`src/rtl/chip_emu_pkg.sv`:
```
// Shared types and constants for the quad-NAND chip emulator.
//   fault_t     - fault mode applied to one selected gate output
//   emu_state_t - coverage-session FSM states
//   GATE_A..D   - gate indices as used by Fault_Gate and the Cov layout
package chip_emu_pkg;

  typedef enum logic [1:0] {
    NONE = 2'b00,
    SA0  = 2'b01,
    SA1  = 2'b10,
    INV  = 2'b11
  } fault_t;

  typedef enum logic [1:0] {
    IDLE      = 2'b00,
    OBSERVING = 2'b01,
    COMPLETE  = 2'b10
  } emu_state_t;

  localparam logic [1:0] GATE_A = 2'd0;
  localparam logic [1:0] GATE_B = 2'd1;
  localparam logic [1:0] GATE_C = 2'd2;
  localparam logic [1:0] GATE_D = 2'd3;

  localparam int NUM_GATES = 4;
  localparam int MAX_DELAY = 3;

  // One-hot coverage nibble for one gate: bit index is {hi, lo}.
  function automatic logic [3:0] combo_onehot(input logic hi, input logic lo);
    return 4'b0001 << {hi, lo};
  endfunction

endpackage

```
`src/rtl/nand_gate_emu.sv`:
```
// One emulated 2-input NAND gate with configurable output latency and a
// fault stage on the output.
//   Clk, Reset - clock, synchronous active-high reset
//   a, b       - gate inputs
//   fault      - fault mode applied after the delay line
//   y          - emulated gate output
// DELAY (0..MAX_DELAY): 0 is purely combinational; N>=1 is an N-stage shift
// register of NAND results.
module nand_gate_emu
  import chip_emu_pkg::*;
#(
  parameter int DELAY = 0
) (
  input  logic   Clk,
  input  logic   Reset,
  input  logic   a,
  input  logic   b,
  input  fault_t fault,
  output logic   y
);

  logic nand_now;
  logic delayed;

  assign nand_now = ~(a & b);

  if (DELAY == 0) begin : g_comb
    assign delayed = nand_now;
  end else begin : g_shift
    logic [DELAY-1:0] stage;

    // NOTE: the delay stages are small flops, not a memory, so they are reset;
    // loading all ones makes the pins read high (NAND of idle inputs) out of reset.
    always_ff @(posedge Clk) begin
      if (Reset) begin
        stage <= '1;
      end else begin
        // NOTE: non-blocking assignments let every stage sample the old value
        // of its neighbour, which is what makes this a shift register.
        stage[0] <= nand_now;
        for (int i = 1; i < DELAY; i++) begin
          stage[i] <= stage[i-1];
        end
      end
    end

    assign delayed = stage[DELAY-1];
  end

  // Fault is applied at the pin, after the delay line.
  always_comb begin
    // NOTE: default assignment first so no path through the case leaves y
    // unassigned, which would infer a latch.
    y = delayed;
    unique case (fault)
      NONE: y = delayed;
      SA0:  y = 1'b0;
      SA1:  y = 1'b1;
      INV:  y = ~delayed;
      default: y = delayed;
    endcase
  end

endmodule

```
`src/rtl/chip_emulator_quad_nand.sv`:
```
// Emulates a 7400 quad 2-input NAND on the device side of the chip-checker
// pin interface, with configurable output latency, single-gate fault
// injection and input-combination coverage.
//   Clk, Reset                  - clock, synchronous active-high reset
//   Pin1/2, Pin4/5, Pin9/10,
//   Pin12/13                    - inputs of gates A, B, C, D
//   Pin3, Pin6, Pin8, Pin11     - outputs of gates A, B, C, D
//   Arm                         - start/restart a session, latch fault config
//   Stop                        - end a session (from Complete: back to Idle)
//   Fault_Sel, Fault_Gate       - fault mode and target gate, taken on Arm
//   Cov                         - coverage, bit gate*4+{hi,lo}
//   Cov_Full                    - all coverage bits set
//   Done                        - session complete
module chip_emulator_quad_nand
  import chip_emu_pkg::*;
#(
  parameter int DELAY = 0
) (
  input  logic        Clk,
  input  logic        Reset,
  input  logic        Pin1,
  input  logic        Pin2,
  output logic        Pin3,
  input  logic        Pin4,
  input  logic        Pin5,
  output logic        Pin6,
  output logic        Pin8,
  input  logic        Pin9,
  input  logic        Pin10,
  output logic        Pin11,
  input  logic        Pin12,
  input  logic        Pin13,
  input  logic        Arm,
  input  logic        Stop,
  input  logic [1:0]  Fault_Sel,
  input  logic [1:0]  Fault_Gate,
  output logic [15:0] Cov,
  output logic        Cov_Full,
  output logic        Done
);

  emu_state_t  state_q, state_d;
  logic [15:0] cov_q, cov_d;
  logic [15:0] hits;
  logic        done_q;
  fault_t      fault_q;
  logic [1:0]  fault_gate_q;

  // Index order is gate A..D; lo is the lower-numbered pin of each pair.
  logic [NUM_GATES-1:0] in_lo, in_hi, gate_y;
  fault_t               gate_fault [NUM_GATES];

  assign in_lo = {Pin12, Pin9,  Pin4, Pin1};
  assign in_hi = {Pin13, Pin10, Pin5, Pin2};
  assign {Pin11, Pin8, Pin6, Pin3} = gate_y;

  // Only the latched target gate sees the latched fault.
  always_comb begin
    for (int g = 0; g < NUM_GATES; g++) begin
      gate_fault[g] = (fault_gate_q == 2'(g)) ? fault_q : NONE;
    end
  end

  for (genvar g = 0; g < NUM_GATES; g++) begin : g_gate
    nand_gate_emu #(.DELAY(DELAY)) u_gate (
      .Clk   (Clk),
      .Reset (Reset),
      .a     (in_lo[g]),
      .b     (in_hi[g]),
      .fault (gate_fault[g]),
      .y     (gate_y[g])
    );
  end

  always_comb begin
    hits = '0;
    for (int g = 0; g < NUM_GATES; g++) begin
      hits[g*4 +: 4] = combo_onehot(in_hi[g], in_lo[g]);
    end
  end

  // Arm is honoured in every state and takes priority over Stop and over
  // coverage completing on the same edge.
  always_comb begin
    state_d = state_q;
    cov_d   = cov_q;
    unique case (state_q)
      IDLE: begin
        if (Arm) begin
          state_d = OBSERVING;
          cov_d   = '0;
        end
      end
      OBSERVING: begin
        if (Arm) begin
          cov_d = '0;
        end else begin
          cov_d = cov_q | hits;
          if (Stop || (&cov_d)) state_d = COMPLETE;
        end
      end
      COMPLETE: begin
        if (Arm) begin
          state_d = OBSERVING;
          cov_d   = '0;
        end else if (Stop) begin
          state_d = IDLE;
        end
      end
      default: begin
        state_d = IDLE;
        cov_d   = '0;
      end
    endcase
  end

  always_ff @(posedge Clk) begin
    if (Reset) begin
      state_q      <= IDLE;
      cov_q        <= '0;
      done_q       <= 1'b0;
      fault_q      <= NONE;
      fault_gate_q <= GATE_A;
    end else begin
      state_q <= state_d;
      cov_q   <= cov_d;
      done_q  <= (state_d == COMPLETE);
      if (Arm) begin
        fault_q      <= fault_t'(Fault_Sel);
        fault_gate_q <= Fault_Gate;
      end
    end
  end

  assign Cov      = cov_q;
  assign Cov_Full = &cov_q;
  assign Done     = done_q;

endmodule
```
`config.mk`:
```
export PLATFORM = sky130hd
export DESIGN_NAME = chip_emulator_quad_nand
export DESIGN_NICKNAME = d
export VERILOG_FILES = /design/src/rtl/chip_emu_pkg.sv /design/src/rtl/nand_gate_emu.sv /design/src/rtl/chip_emulator_quad_nand.sv
export SDC_FILE = /design/constraint.sdc
export NUM_CORES = 1
export LEC_CHECK = 0
export CAP_MARGIN = 10
export CORE_MARGIN = 1
export CORE_UTILIZATION = 48
export DETAILED_ROUTE_END_ITERATION = 10
export GPL_TIMING_DRIVEN = 0
export HOLD_SLACK_MARGIN = 0.03
export PLACE_DENSITY = 0.83
export SYNTH_ARGS = -nofsm -noshare
export SYNTH_HDL_FRONTEND = slang
export SYNTH_SLANG_ARGS = --single-unit
```
`constraint.sdc`:
```
create_clock -name Clk -period 3.8 [get_ports Clk]
set_input_delay 0.76 -clock Clk [delete_from_list [all_inputs] [get_ports Clk]]
set_output_delay 0.76 -clock Clk [all_outputs]
set_load 0.01 [all_outputs]
```
== Yosys cells after proc, flatten, opt, wreduce, memory -nomap -nowiden ==
Cells that the tools add are included.
Widths: inputs -> output; s select.

* Register bits after elaboration: 23
* Input bits: 16
* Output and inout bits: 22
* Logic and storage cells: 64

* Eq/ne operators: 19
* Shift-type cells: 4
* Muxes and demuxes: 17
* Bitwise operators: 9
* Reductions and logical operators: 10

{| class="wikitable"
|+ Operators with widths
! cell !! count
|-
| $mux 16 || 2
|-
| $pmux 16 s2 || 1
|-
| $reduce_and 16->1 || 2
|-
| $eq 2x2->1 const B || 12
|-
| $mux 2 || 9
|-
| $or 16x16->16 || 1
|-
| $pmux 1 s4 || 4
|-
| $shl 1x2->4 const A || 4
|-
| $eq 2x1->1 const B || 6
|-
| $logic_not 2->1 || 6
|-
| $pmux 2 s3 || 1
|-
| $and 1x1->1 || 4
|-
| $not 1->1 || 4
|-
| $ne 2x1->1 const B || 1
|-
| $reduce_or 2->1 || 1
|-
| $logic_or 1x1->1 || 1
|}

== Logic depth before layout (Yosys ltp) ==
* Depth after elaboration: 8
* Gate-level depth with buffers: 6
* Depth with buffers taken out: 5

== Cells and area by module ==
Synthesis repeated with hierarchy kept, for this count alone.

* Cells, all modules: 148
* Area, all modules: 1,208.7 um^2

{| class="wikitable"
|+ By module, submodules not included
! module !! times used !! cells an instance !! area an instance (um^2) !! sequential area each (um^2)
|-
| chip_emulator_quad_nand || 1 || 140 || 1,153.6 || 460.4
|-
| nand_gate_emu || 4 || 2 || 13.8 || 0.0
|}

== Worst setup path before layout ==
OpenSTA, ideal clock, no wires.

* Path type: input to output
* Start point: in Pin1
* End point: out Pin3
* Arrival time: 1.293 ns
* Data required time: 3.040 ns
* Slack: 1.747 ns
* Stages: 3
* Path buffers: 1
* Cells stage by stage: clkbuf_2 nand2_1 a41oi_1

* Word-level cells in the longest chain between the ends: 3

{| class="wikitable"
|+ Ends and longest elaborated chain
! item !! line !! text
|-
| start, declared || chip_emulator_quad_nand.sv:21 || <nowiki>input logic Pin1,</nowiki>
|-
| $and 1x1->1 * || nand_gate_emu.sv:25 || <nowiki>assign nand_now = ~(a & b);</nowiki>
|-
| $not 1->1 || nand_gate_emu.sv:25 ||
|-
| $pmux 1 s4 * || nand_gate_emu.sv:55 || <nowiki>unique case (fault)</nowiki>
|-
| end, declared || chip_emulator_quad_nand.sv:23 || <nowiki>output logic Pin3,</nowiki>
|}

Mark *: on every way between the ends. The rest lies on a longest branch, timed or not.

== Final worst setup path ==
* Start point: in Pin5
* End point: out Pin6

* Word-level cells in the longest chain between the ends: 3

{| class="wikitable"
|+ Ends and longest elaborated chain
! item !! line !! text
|-
| start, declared || chip_emulator_quad_nand.sv:25 || <nowiki>input logic Pin5,</nowiki>
|-
| $and 1x1->1 * || nand_gate_emu.sv:25 ||
|-
| $not 1->1 || nand_gate_emu.sv:25 ||
|-
| $pmux 1 s4 * || nand_gate_emu.sv:55 ||
|-
| end, declared || chip_emulator_quad_nand.sv:26 || <nowiki>output logic Pin6,</nowiki>
|}

Marked as above.

==> flow_summary.json <==
{
  "drive_above_1_share_pct": 6.01,
  "slowest_delay_ns": 0.58,
  "die_h_um": 50.7,
  "clk_path_buf_depth": 2,
  "post_cts_resized": 0,
  "rows": 17,
  "setup_violations": 0,
  "p_leak_uw": 0.000551,
  "drc": 0,
  "min_path_cells": 2,
  "synth_area_leaders": "dfxtp_1 (40%), nor2_1 (10%), a21oi_1 (7.0%)",
  "drtIter0Drc": 44,
  "status": "finished, final reports clean",
  "path_class": "in -> out",
  "cp_data_required_time_ns": 3.04,
  "cp-start-kind": "input port",
  "end_kind": "primary output",
  "avgViaCountPerCell": 5.82,
  "period_share_pct": 80.6,
  "grt_use_total_pct": 24.5,
  "overflow": 0,
  "routed_wl_mm": 2.85,
  "hold_buffers": 0,
  "core-area_um2": 2210,
  "path_common_cell": "clkdlybuf4s50_1",
  "place_inst": 207,
  "critPathSlowestCell": "clkdlybuf4s50_1",
  "fmax_ghz": 0.327,
  "grt_max_degree": 14,
  "power_per_cell_area_nw_per_um2": 289,
  "synth_top_area_share_pct": 40.5,
  "maxSlewViolCount": 0,
  "path_cells": "clkdlybuf4s50_1 > nand2_1 > a41oi_1 > clkdlybuf4s50_1",
  "hold_path_class": "reg -> reg",
  "root_buffer": "clkbuf_4",
  "drv_cap": 0,
  "hold_viol": 0,
  "yosys.area.top_type": "dfxtp_1",
  "clock_skew_ns": 0.00744,
  "clk_pin_slew_ns": 0.13,
  "fin_cells": 211,
  "cts_setup_buffers": 0,
  "fin_ws_ns": 0.739,
  "start_util_pct": 51.4,
  "syn_to_final_growth_pct": 36.3,
  "grt_first_pass_wirelength_mm": 4.77,
  "netlist_area_um2": 1140,
  "dieWidth_um": 50.7,
  "crit_arrival_ns": 2.30,
  "drt-pass1-iter-count": 4,
  "final_core_util_pct": 70.1,
  "cts_tree": "built",
  "reg2regPathDepth": 4,
  "ant_nets": 0,
  "yosys_warnings": 0,
  "ys_ff_latch": 23,
  "synth_cell_type_count": 33,
  "fin_crit_ns": 3.06,
  "htreeDepth": 1,
  "preCtsSetupSlack_ns": 0.749,
  "antenna_cells": 0,
  "tightestPinTransition_ns": 0.569,
  "tns_ns": 0,
  "first_global_vias": 1105,
  "final_nets": 200,
  "yosysSeqAreaShare_pct": 40.5,
  "synth_nets": 160,
  "via_count": 1227,
  "port_buffers": 35,
  "place_congestion": 0.846,
  "slew_headroom_pct": 62.1,
  "dieArea_um2": 2570,
  "netlist_instances": 144,
  "synth_area_per_cell_um2": 7.90,
  "worstPathMaxFanout": 7,
  "ios": 38,
  "antenna_found_initial": 0,
  "clk_latency_ns": 0.31,
  "vdd_drop_max_uv": 240,
  "rsz0062_at_grt": "no",
  "dp_hpwl_mm": 2.18,
  "cts_buffers": 3,
  "cts.sinks": 23,
  "wl_per_cell_um": 13.5
}
==> sequential cells by signal, summed over array words and instances (netlist names) <==
register,flops
Cov,16
fault_gate_q,2
fault_q,2
state_q,2
Done,1
==> final cells by class <==
| type | instances | area, um^2 |
|---|---|---|
| fillers | 189 | 662 |
| multi-input cells | 112 | 639 |
| inverters | 3 | 11.3 |
| flip-flops and latches | 23 | 460 |
| clock inverters | 1 | 5.00 |
| repair buffers | 35 | 350 |
| plain buffers | 6 | 26.3 |
| clock buffers | 3 | 22.5 |
| well taps | 28 | 35.0 |
==> cell usage in the layout (no fill, tap or decap), drive strengths merged, types with 5 or more instances in the layout <==
master,Yosys,routed
a21oi,16,16
clkdlybuf4s50,0,35
nor3,5,5
nor2,31,31
clkbuf,4,7
dfxtp,23,23
mux2i,5,5
nand2,10,10
a22oi,6,6
==> metal layers <==
metal  up-vias  routed length, um  track usage, %
li1        602                  -               -
met1       567               1240            30.7
met2        49               1410            41.6
met3         9                157            3.64
met4         0                 46            10.2
met5         -                  0               0
==> synthesized netlist by cell type <==
cell type	instances
nor2_1	31
dfxtp_1	23
a21oi_1	16
nand2_1	10
a22oi_1	6
mux2i_1	5
nor3_1	5
a31oi_1	4
a41oi_1	4
nand3_1	4
and2b_1	3
clkbuf_1	3
inv_1	3
nand4_1	3
nor2b_1	3
buf_2	2
nand2b_1	2
o21ai_0	2
a2111oi_2	1
a22o_1	1
a32oi_1	1
and2b_2	1
and4_1	1
clkbuf_2	1
mux2_2	1
nand4b_1	1
nor3b_1	1
nor4_1	1
nor4b_1	1
o21ai_2	1
o22ai_1	1
o311ai_0	1
or3_1	1
==> path summary, 6_finish.rpt <==
path | startpoint | slack (ns) | to
worst max-delay path | Pin5 | 0.74 | Pin6
worst min-delay path | Cov[12]$_SDFFE_PP0P_ | 0.55 | Cov[12]$_SDFFE_PP0P_
worst max register to register | Cov[6]$_SDFFE_PP0P_ | 2.29 | state_q[0]$_SDFF_PP0_
worst min register to register | Cov[12]$_SDFFE_PP0P_ | 0.55 | Cov[12]$_SDFFE_PP0P_
==> report_power, final <==
| group | leakage, uW | total (uW) | internal, uW | switching (uW) |
|---|---|---|---|---|
| clock | 0.0000177 | 114 | 39.4 | 75.1 |
| combinational | 0.000346 | 76.3 | 38.3 | 38.0 |
| sequential | 0.000187 | 257 | 248 | 8.71 |
==> through the flow <==
stage               hold WS (ns)  area, um^2  power (uW)
floorplan                  0.509        1140         298
detailed placement         0.529        1520         338
global route               0.577        1550         466
finish                     0.546        1550         448
CTS                        0.548        1550         446
global placement           0.506        1520         335
==> worst max-delay path, delay by kind of cell <==
family | cells | cell delay (ns)
buf+inv | 2 | 1.14
compound gates | 1 | 0.24
simple gates | 1 | 0.16
==> cell families (layout without fill, tap and decap cells) <==
kind of cell | count (synthesis) | in the layout | share of synthesized area [%]
AND/OR/NAND/NOR | 68 | 68 | 28.7
AO/OA/AOI/OAI | 38 | 38 | 22.1
multiplexers | 6 | 6 | 5.39
flip-flops | 23 | 23 | 40.5
buffers and inverters | 9 | 48 | 3.30
Power figures use the tool's default switching activity.
